File: src/rtl/add_seq_pkg.sv
// Shared definitions for the slice-serial adder: FSM encoding and counter sizing.
package add_seq_pkg;

  typedef enum logic [1:0] {
    S_IDLE = 2'd0,
    S_RUN  = 2'd1,
    S_DONE = 2'd2
  } state_t;

  // Slice counter width: enough bits to index K slices, never narrower than one bit.
  function automatic int cnt_width(input int k);
    return (k > 1) ? $clog2(k) : 1;
  endfunction

endpackage

File: src/rtl/adder_cl.sv
// N-bit carry adder slice; also reports the carry into its MSB so the caller can form signed overflow.
module adder_cl #(
  parameter int N = 4
) (
  input  logic [N-1:0] a,
  input  logic [N-1:0] b,
  input  logic         ci,
  output logic [N-1:0] s,
  output logic         co,
  output logic         c_msb
);

  logic [N-1:0] g;
  logic [N-1:0] p;
  logic [N:0]   c;

  always_comb begin
    g = a & b;
    p = a ^ b;
    c = '0;
    c[0] = ci;
    for (int i = 0; i < N; i++) begin
      c[i+1] = g[i] | (p[i] & c[i]);
    end
    s     = p ^ c[N-1:0];
    co    = c[N];
    c_msb = c[N-1];
  end

endmodule

File: src/rtl/add_seq.sv
// Slice-serial W = N*K bit adder: one N-bit adder reused over K cycles, low slice first.
module add_seq
  import add_seq_pkg::*;
#(
  parameter int N = 4,
  parameter int K = 4
) (
  input  logic           clock,
  input  logic           reset,
  input  logic           start,
  input  logic [N*K-1:0] a,
  input  logic [N*K-1:0] b,
  input  logic           ci,
  output logic           busy,
  output logic           done,
  output logic [N*K-1:0] s,
  output logic           co,
  output logic           ov,
  output state_t         state_dbg
);

  localparam int W  = N * K;
  localparam int CW = cnt_width(K);

  // Handshake: start is a request taken only while busy = 0; done pulses for one
  // cycle when s/co/ov are valid, and they hold until the next accepted start.

  state_t        state;
  state_t        state_nx;
  logic [CW-1:0] cnt;
  logic [W-1:0]  a_r;
  logic [W-1:0]  b_r;
  logic          carry;
  logic [N-1:0]  a_sl;
  logic [N-1:0]  b_sl;
  logic [N-1:0]  sum_sl;
  logic          c_out;
  logic          c_msb;
  logic          last;

  assign last = (cnt == CW'(K - 1));
  assign a_sl = a_r[int'(cnt) * N +: N];
  assign b_sl = b_r[int'(cnt) * N +: N];

  adder_cl #(.N(N)) u_adder (
    .a     (a_sl),
    .b     (b_sl),
    .ci    (carry),
    .s     (sum_sl),
    .co    (c_out),
    .c_msb (c_msb)
  );

  always_ff @(posedge clock) begin
    if (reset) state <= S_IDLE;
    else       state <= state_nx;
  end

  always_comb begin
    state_nx = state;
    case (state)
      S_IDLE:  if (start) state_nx = S_RUN;
      S_RUN:   if (last) state_nx = S_DONE;
      S_DONE:  state_nx = S_IDLE;
      default: state_nx = S_IDLE;
    endcase
  end

  always_comb begin
    busy      = (state == S_RUN) || (state == S_DONE);
    done      = (state == S_DONE);
    state_dbg = state;
  end

  // Operands are sampled only on an accepted start; results change only in RUN.
  always_ff @(posedge clock) begin
    if (reset) begin
      cnt   <= '0;
      carry <= 1'b0;
      a_r   <= '0;
      b_r   <= '0;
      s     <= '0;
      co    <= 1'b0;
      ov    <= 1'b0;
    end else begin
      case (state)
        S_IDLE: begin
          if (start) begin
            a_r   <= a;
            b_r   <= b;
            carry <= ci;
            cnt   <= '0;
          end
        end
        S_RUN: begin
          s[int'(cnt) * N +: N] <= sum_sl;
          carry <= c_out;
          cnt   <= cnt + 1'b1;
          if (last) begin
            co <= c_out;
            ov <= c_msb ^ c_out;
          end
        end
        default: ;
      endcase
    end
  end

endmodule

File: config.mk
export PLATFORM = sky130hd
export DESIGN_NAME = add_seq
export DESIGN_NICKNAME = d
export VERILOG_FILES = /design/src/rtl/add_seq_pkg.sv /design/src/rtl/adder_cl.sv /design/src/rtl/add_seq.sv
export SDC_FILE = /design/constraint.sdc
export NUM_CORES = 1
export LEC_CHECK = 0
export ABC_AREA = 1
export BUFFER_PORTS_ARGS = -buffer_cell sky130_fd_sc_hd__buf_2
export CAP_MARGIN = 30
export CELL_PAD_IN_SITES_DETAIL_PLACEMENT = 0
export CELL_PAD_IN_SITES_GLOBAL_PLACEMENT = 1
export CORE_ASPECT_RATIO = 1.1
export CORE_UTILIZATION = 39
export CTS_BUF_LIST = sky130_fd_sc_hd__clkbuf_8
export DETAILED_ROUTE_END_ITERATION = 6
export PLACE_DENSITY_LB_ADDON = 0.1
export SYNTH_ARGS = -nofsm -noshare
export SYNTH_HDL_FRONTEND = slang
export SYNTH_SLANG_ARGS = --single-unit
export TNS_END_PERCENT = 5
File: constraint.sdc
create_clock -name clock -period 4.41 [get_ports clock]
set_clock_uncertainty 0.05 [all_clocks]
set_input_delay 0.6615 -clock clock [delete_from_list [all_inputs] [get_ports clock]]
set_output_delay 0.6615 -clock clock [all_outputs]
set_load 0.05 [all_outputs]
; Word-level counts from Yosys, hierarchy flattened
; Cells that the tools add are included.
[word_totals]
in_bits = 36
register_bits = 55
output_inout_bits = 22
elab_cells = 46
[classes]
bitwise_logic = 12
n_mux = 8
addsub = 2
n_eq_ne = 5
n_shift = 4
n_reduce_logical = 7
[ops]
columns = op, n
row1 = $neg A4 Y33, 1
row2 = $shift A4 B33 Y16 const A, 1
row3 = $shiftx A4 B33 Y16, 1
row4 = $shiftx A16 B5 Y4, 2
row5 = $bwmux W16, 1
row6 = $pmux W2 S2, 2
row7 = $reduce_and A2 Y1, 4
row8 = $xor A4 B4 Y4, 2
row9 = $mux W2, 3
row10 = $and A1 B1 Y1, 4
row11 = $and A4 B4 Y4, 1
row12 = $eq A2 B2 Y1 const B, 2
row13 = $ne A2 B2 Y1 const B, 2
row14 = $or A1 B1 Y1, 4
row15 = $add A2 B1 Y2 const B, 1
row16 = $eq A2 B1 Y1 const B, 1
row17 = $logic_not A2 Y1, 1
row18 = $pmux W1 S2, 1
row19 = $reduce_bool A2 Y1, 1
row20 = $logic_or A1 B1 Y1, 1
row21 = $mux W1, 1
row22 = $xor A1 B1 Y1, 1

; Depth between registers and ports, before layout
[depth]
word_depth = 11
depth_mapped = 16

; Cells and area by module
; Synthesis repeated with hierarchy kept, for this count alone.
[hier_totals]
hier_cells = 360
area_unflattened_um2 = 2592.5
[by_module_without_submodules]
columns = module, instances, area_per_inst_um2, cells_each, seq_area_each_um2
row1 = add_seq, 1, 2474.9, 346, 1101.1
row2 = adder_cl, 1, 117.6, 14, 0.0

; Worst setup path before layout
; OpenSTA, ideal clock, no wires.
[synth_timing]
kind = register -> register
start = reg cnt[1]
end = reg s[7]
path_stages_with_launch = 16
slack_ns = 1.618
setup_time_ns = 0.128
n_path_buf = 1
required_time_ns = 4.232
arrival_ns = 2.614
cell_sequence = dfxtp_1 > buf_2 > inv_2 > a21oi_1 > o21ai_1 > nand2_1 > fa_1 > inv_1 > fa_1 > fa_1 > inv_1 > fa_1 > nand3_1 > nor2_1 > nor2_1 > nor2_1
[synth_via]
elab_chain_len = 11
elab_cells_between_ends = 15
[synth_lines]
columns = item, line
row1 = "start, declared", add_seq.sv:30  ; logic [CW-1:0] cnt;
row2 = "start signal, assigned", add_seq.sv:98  ; cnt <= cnt + 1'b1;
row3 = $shiftx A16 B5 Y4 (on tied branches), "add_seq.sv:42, add_seq.sv:43"
row4 = $xor A4 B4 Y4, adder_cl.sv:19  ; p = a ^ b;
row5 = $and A1 B1 Y1, adder_cl.sv:23  ; c[i+1] = g[i] | (p[i] & c[i]);
row6 = $or A1 B1 Y1, adder_cl.sv:23
row7 = $and A1 B1 Y1, adder_cl.sv:23
row8 = $or A1 B1 Y1, adder_cl.sv:23
row9 = $and A1 B1 Y1, adder_cl.sv:23
row10 = $or A1 B1 Y1, adder_cl.sv:23
row11 = $xor A4 B4 Y4, adder_cl.sv:25  ; s = p ^ c[N-1:0];
row12 = $shiftx A4 B33 Y16, add_seq.sv:96  ; s[int'(cnt) * N +: N] <= sum_sl;
row13 = $bwmux W16 (*), add_seq.sv:96
row14 = "end signal, assigned by index", add_seq.sv:96
row15 = "end, declared", add_seq.sv:16  ; output logic [N*K-1:0] s,
; Every way passes the cells marked *; elsewhere a longest branch is shown, timed or not.
; A chain may end at the register's enable or synchronous reset.

; Final worst setup path
; Ends and elaborated chain as after synthesis.

==> impl_metrics.toml <==
[sta]
grt_setup_unrepaired = "no"
tns_ns = 0
maxSlewHeadroom_pct = 64.1
fin_crit_sh_pct = 72.1
tightestPinTransition_ns = 0.538
fmax_mhz = 315
hold_violations = 0
holdWs_ns = 0.413
drv_slew = 0
setup_violations = 0
fin_crit_ns = 3.18

[place]
gp_congestion = 0.779
hpwl_um = 4150
io_buffer_count = 57

[route]
vias = 2274
drc = 0
ant_nets = 0
drtPass1Iterations = 6
drt_iter0_drc = 86
drt-total-wl_um = 5580
via_per_inst = 4.58
wl_per_cell_um = 11.3

[layout]
area_delta_synth_final_pct = 12.9
drive_above_1_share_pct = 18.8
n_fill_cell = 753
antenna_cells = 0
final_util_pct = 45.2
final_net_count = 464

[yosys]
yosys-top-cells-area = "dfxtp_1 (42%), nor2_1 (15%), nand2_1 (6.9%), o21ai_1 (5.7%), ha_1 (4.3%)"
ys_ff_latch = 55
yosys.area.top_type_share_pct = 41.9
syn_area_um2 = 2630
synth_nets = 417
yosysWarnings = 0
synth_commonest_cells = "nor2_1 (106), dfxtp_1 (55), nand2_1 (48), o21ai_1 (30), inv_1 (23)"
synth_cells = 368
avgSynthCellArea_um2 = 7.14
async_reset_ff_share_pct = 0
ys_types = 21
synth_flop_cell = "dfxtp_1"
synth.largest_area_cell = "dfxtp_1"
synth_enable_flop_cells = 0
synth-seq-area-share_pct = 41.9
yosysMostFrequentCell = "nor2_1"

[setup_path]
crit_required_ns = 4.56
arrival_ns = 3.33
critPathKind = "reg -> reg"
cp-end-kind = "flop"
worst-path-max-fanout = 13
cp-start-kind = "flop"

[power]
pwr-share-seq_pct = 54.4
switching_share_pct = 29.9
switchingPower_uw = 301
pwr_density_cell_nw_per_um2 = 339
p_leak_uw = 0.00136
ir_worst_vdd_uv = 151
clkPwrFrac_pct = 25.1
internal_power_uw = 705
power.share.combinational_pct = 20.5

[run]
maxCapViolations = 0

[global_routing]
antenna_found_initial = 0
grt_max_degree = 40
grt_pass1_wl_um = 9760
grt_pass1_vias = 2117
globalRouteTotalUtil_pct = 18.0
grt_overflow = 0

[floorplan]
initial_utilization_pct = 40.1
die_h_um = 88.1
boundaryPins = 58
die_width_um = 80.2
core_area_um2 = 6560
die_area_um2 = 7070
num_rows = 31

[cts]
post_cts_buffers = 0
cts.repair.resized = 0
cts.sinks = 55
cts_root_buf = "clkbuf_8"
h-tree-depth = 2
numCtsBuffers = 5
cts_buffer_depth = 2
clk_latency_ns = 0.31
clk_pin_slew_ns = 0.09
cts_tree = "built"
cts_hold_buf = 0

[hold_path]
hold_path_class = "reg -> reg"

[run_status]
outcome = "complete, no violations"
==> final timing paths <==
kind,start,end,cells past startpoint,slack (ns)
setup / recovery,cnt[1],s[7],14,1.23
hold / removal,s[8],s[8],2,0.41
setup reg to reg,cnt[1],s[7],14,1.23
hold reg to reg,s[8],s[8],2,0.41
==> through the flow <==
stage | power, uW | setup slack (ns) | cells | instance area [um2]
6_report | 1010 | 1.23 | 496 | 2960
5_1_grt | 1070 | 1.02 | 496 | 2960
4_1_cts | 1020 | 1.23 | 496 | 2960
3_5_place_dp | 770 | 1.26 | 490 | 2890
3_3_place_gp | 768 | 1.33 | 490 | 2890
2_1_floorplan | 719 | 1.62 | 368 | 2630
==> kinds of logic after synthesis <==
logic type,Yosys count,share of synthesized area [%]
fa+ha+maj,13,7.34
simple gates,179,27.5
flops,55,41.9
buf+inv,52,9.96
compound gates,68,13.0
xor+xnor,1,0.334
==> final cells by class <==
class | instances | area [um2] | area share (%)
multi-input combinational | 261 | 1260 | 42.6
inverter | 33 | 124 | 4.18
clock inverter | 1 | 3.75 | 0.127
clock buffer | 5 | 68.8 | 2.32
timing repair buffer | 59 | 300 | 10.1
tap | 82 | 103 | 3.46
sequential | 55 | 1100 | 37.1
==> power groups by stage <==
stage / logic (uW) / registers, uW / clock network [uW]
after floorplan: 150 / 569 / 0
after global placement: 209 / 559 / 0
after detailed placement: 211 / 559 / 0
after CTS: 211 / 547 / 262
after global routing: 237 / 552 / 286
final: 207 / 547 / 252
==> cell usage in the layout (no fill, tap or decap) <==
| master | count |
|---|---|
| nor2_4 | 1 |
| buf_4 | 2 |
| a21oi_1 | 21 |
| nand2_1 | 48 |
| inv_2 | 9 |
| clkbuf_8 | 5 |
| clkinv_1 | 1 |
| fa_1 | 4 |
| buf_2 | 57 |
| nand2_2 | 1 |
| inv_1 | 24 |
| nand3_1 | 20 |
| o21ai_0 | 17 |
| o21ai_1 | 30 |
| nor2_2 | 1 |
| xor2_1 | 1 |
| ha_1 | 9 |
| nor2_1 | 106 |
| nand3_2 | 2 |
| dfxtp_1 | 55 |
==> routing by layer <==
layer	up-vias	GRT usage (%)	routed length, um
met5	-	0	0
met4	0	6.17	80
met3	6	3.13	180
met2	39	32.2	2700
met1	985	21.6	2620
li1	1244	-	-
==> worst max-delay path, cell delays in order, from the launching register on <==
cell	delay, ns
dfxtp_1	0.65
inv_2	0.21
a21oi_1	0.15
o21ai_1	0.07
nand2_1	0.09
fa_1	0.16
inv_1	0.05
fa_1	0.37
fa_1	0.42
inv_1	0.09
fa_1	0.45
nand3_1	0.13
nor2_1	0.05
nor2_1	0.09
nor2_1	0.04
==> flip-flops by register name (all words and copies together) (netlist names) <==
name,flops
a_r,16
s,16
co,1
state_dbg,2
b_r,16
cnt,2
ov,1
carry,1
Power figures use the tool's default switching activity.
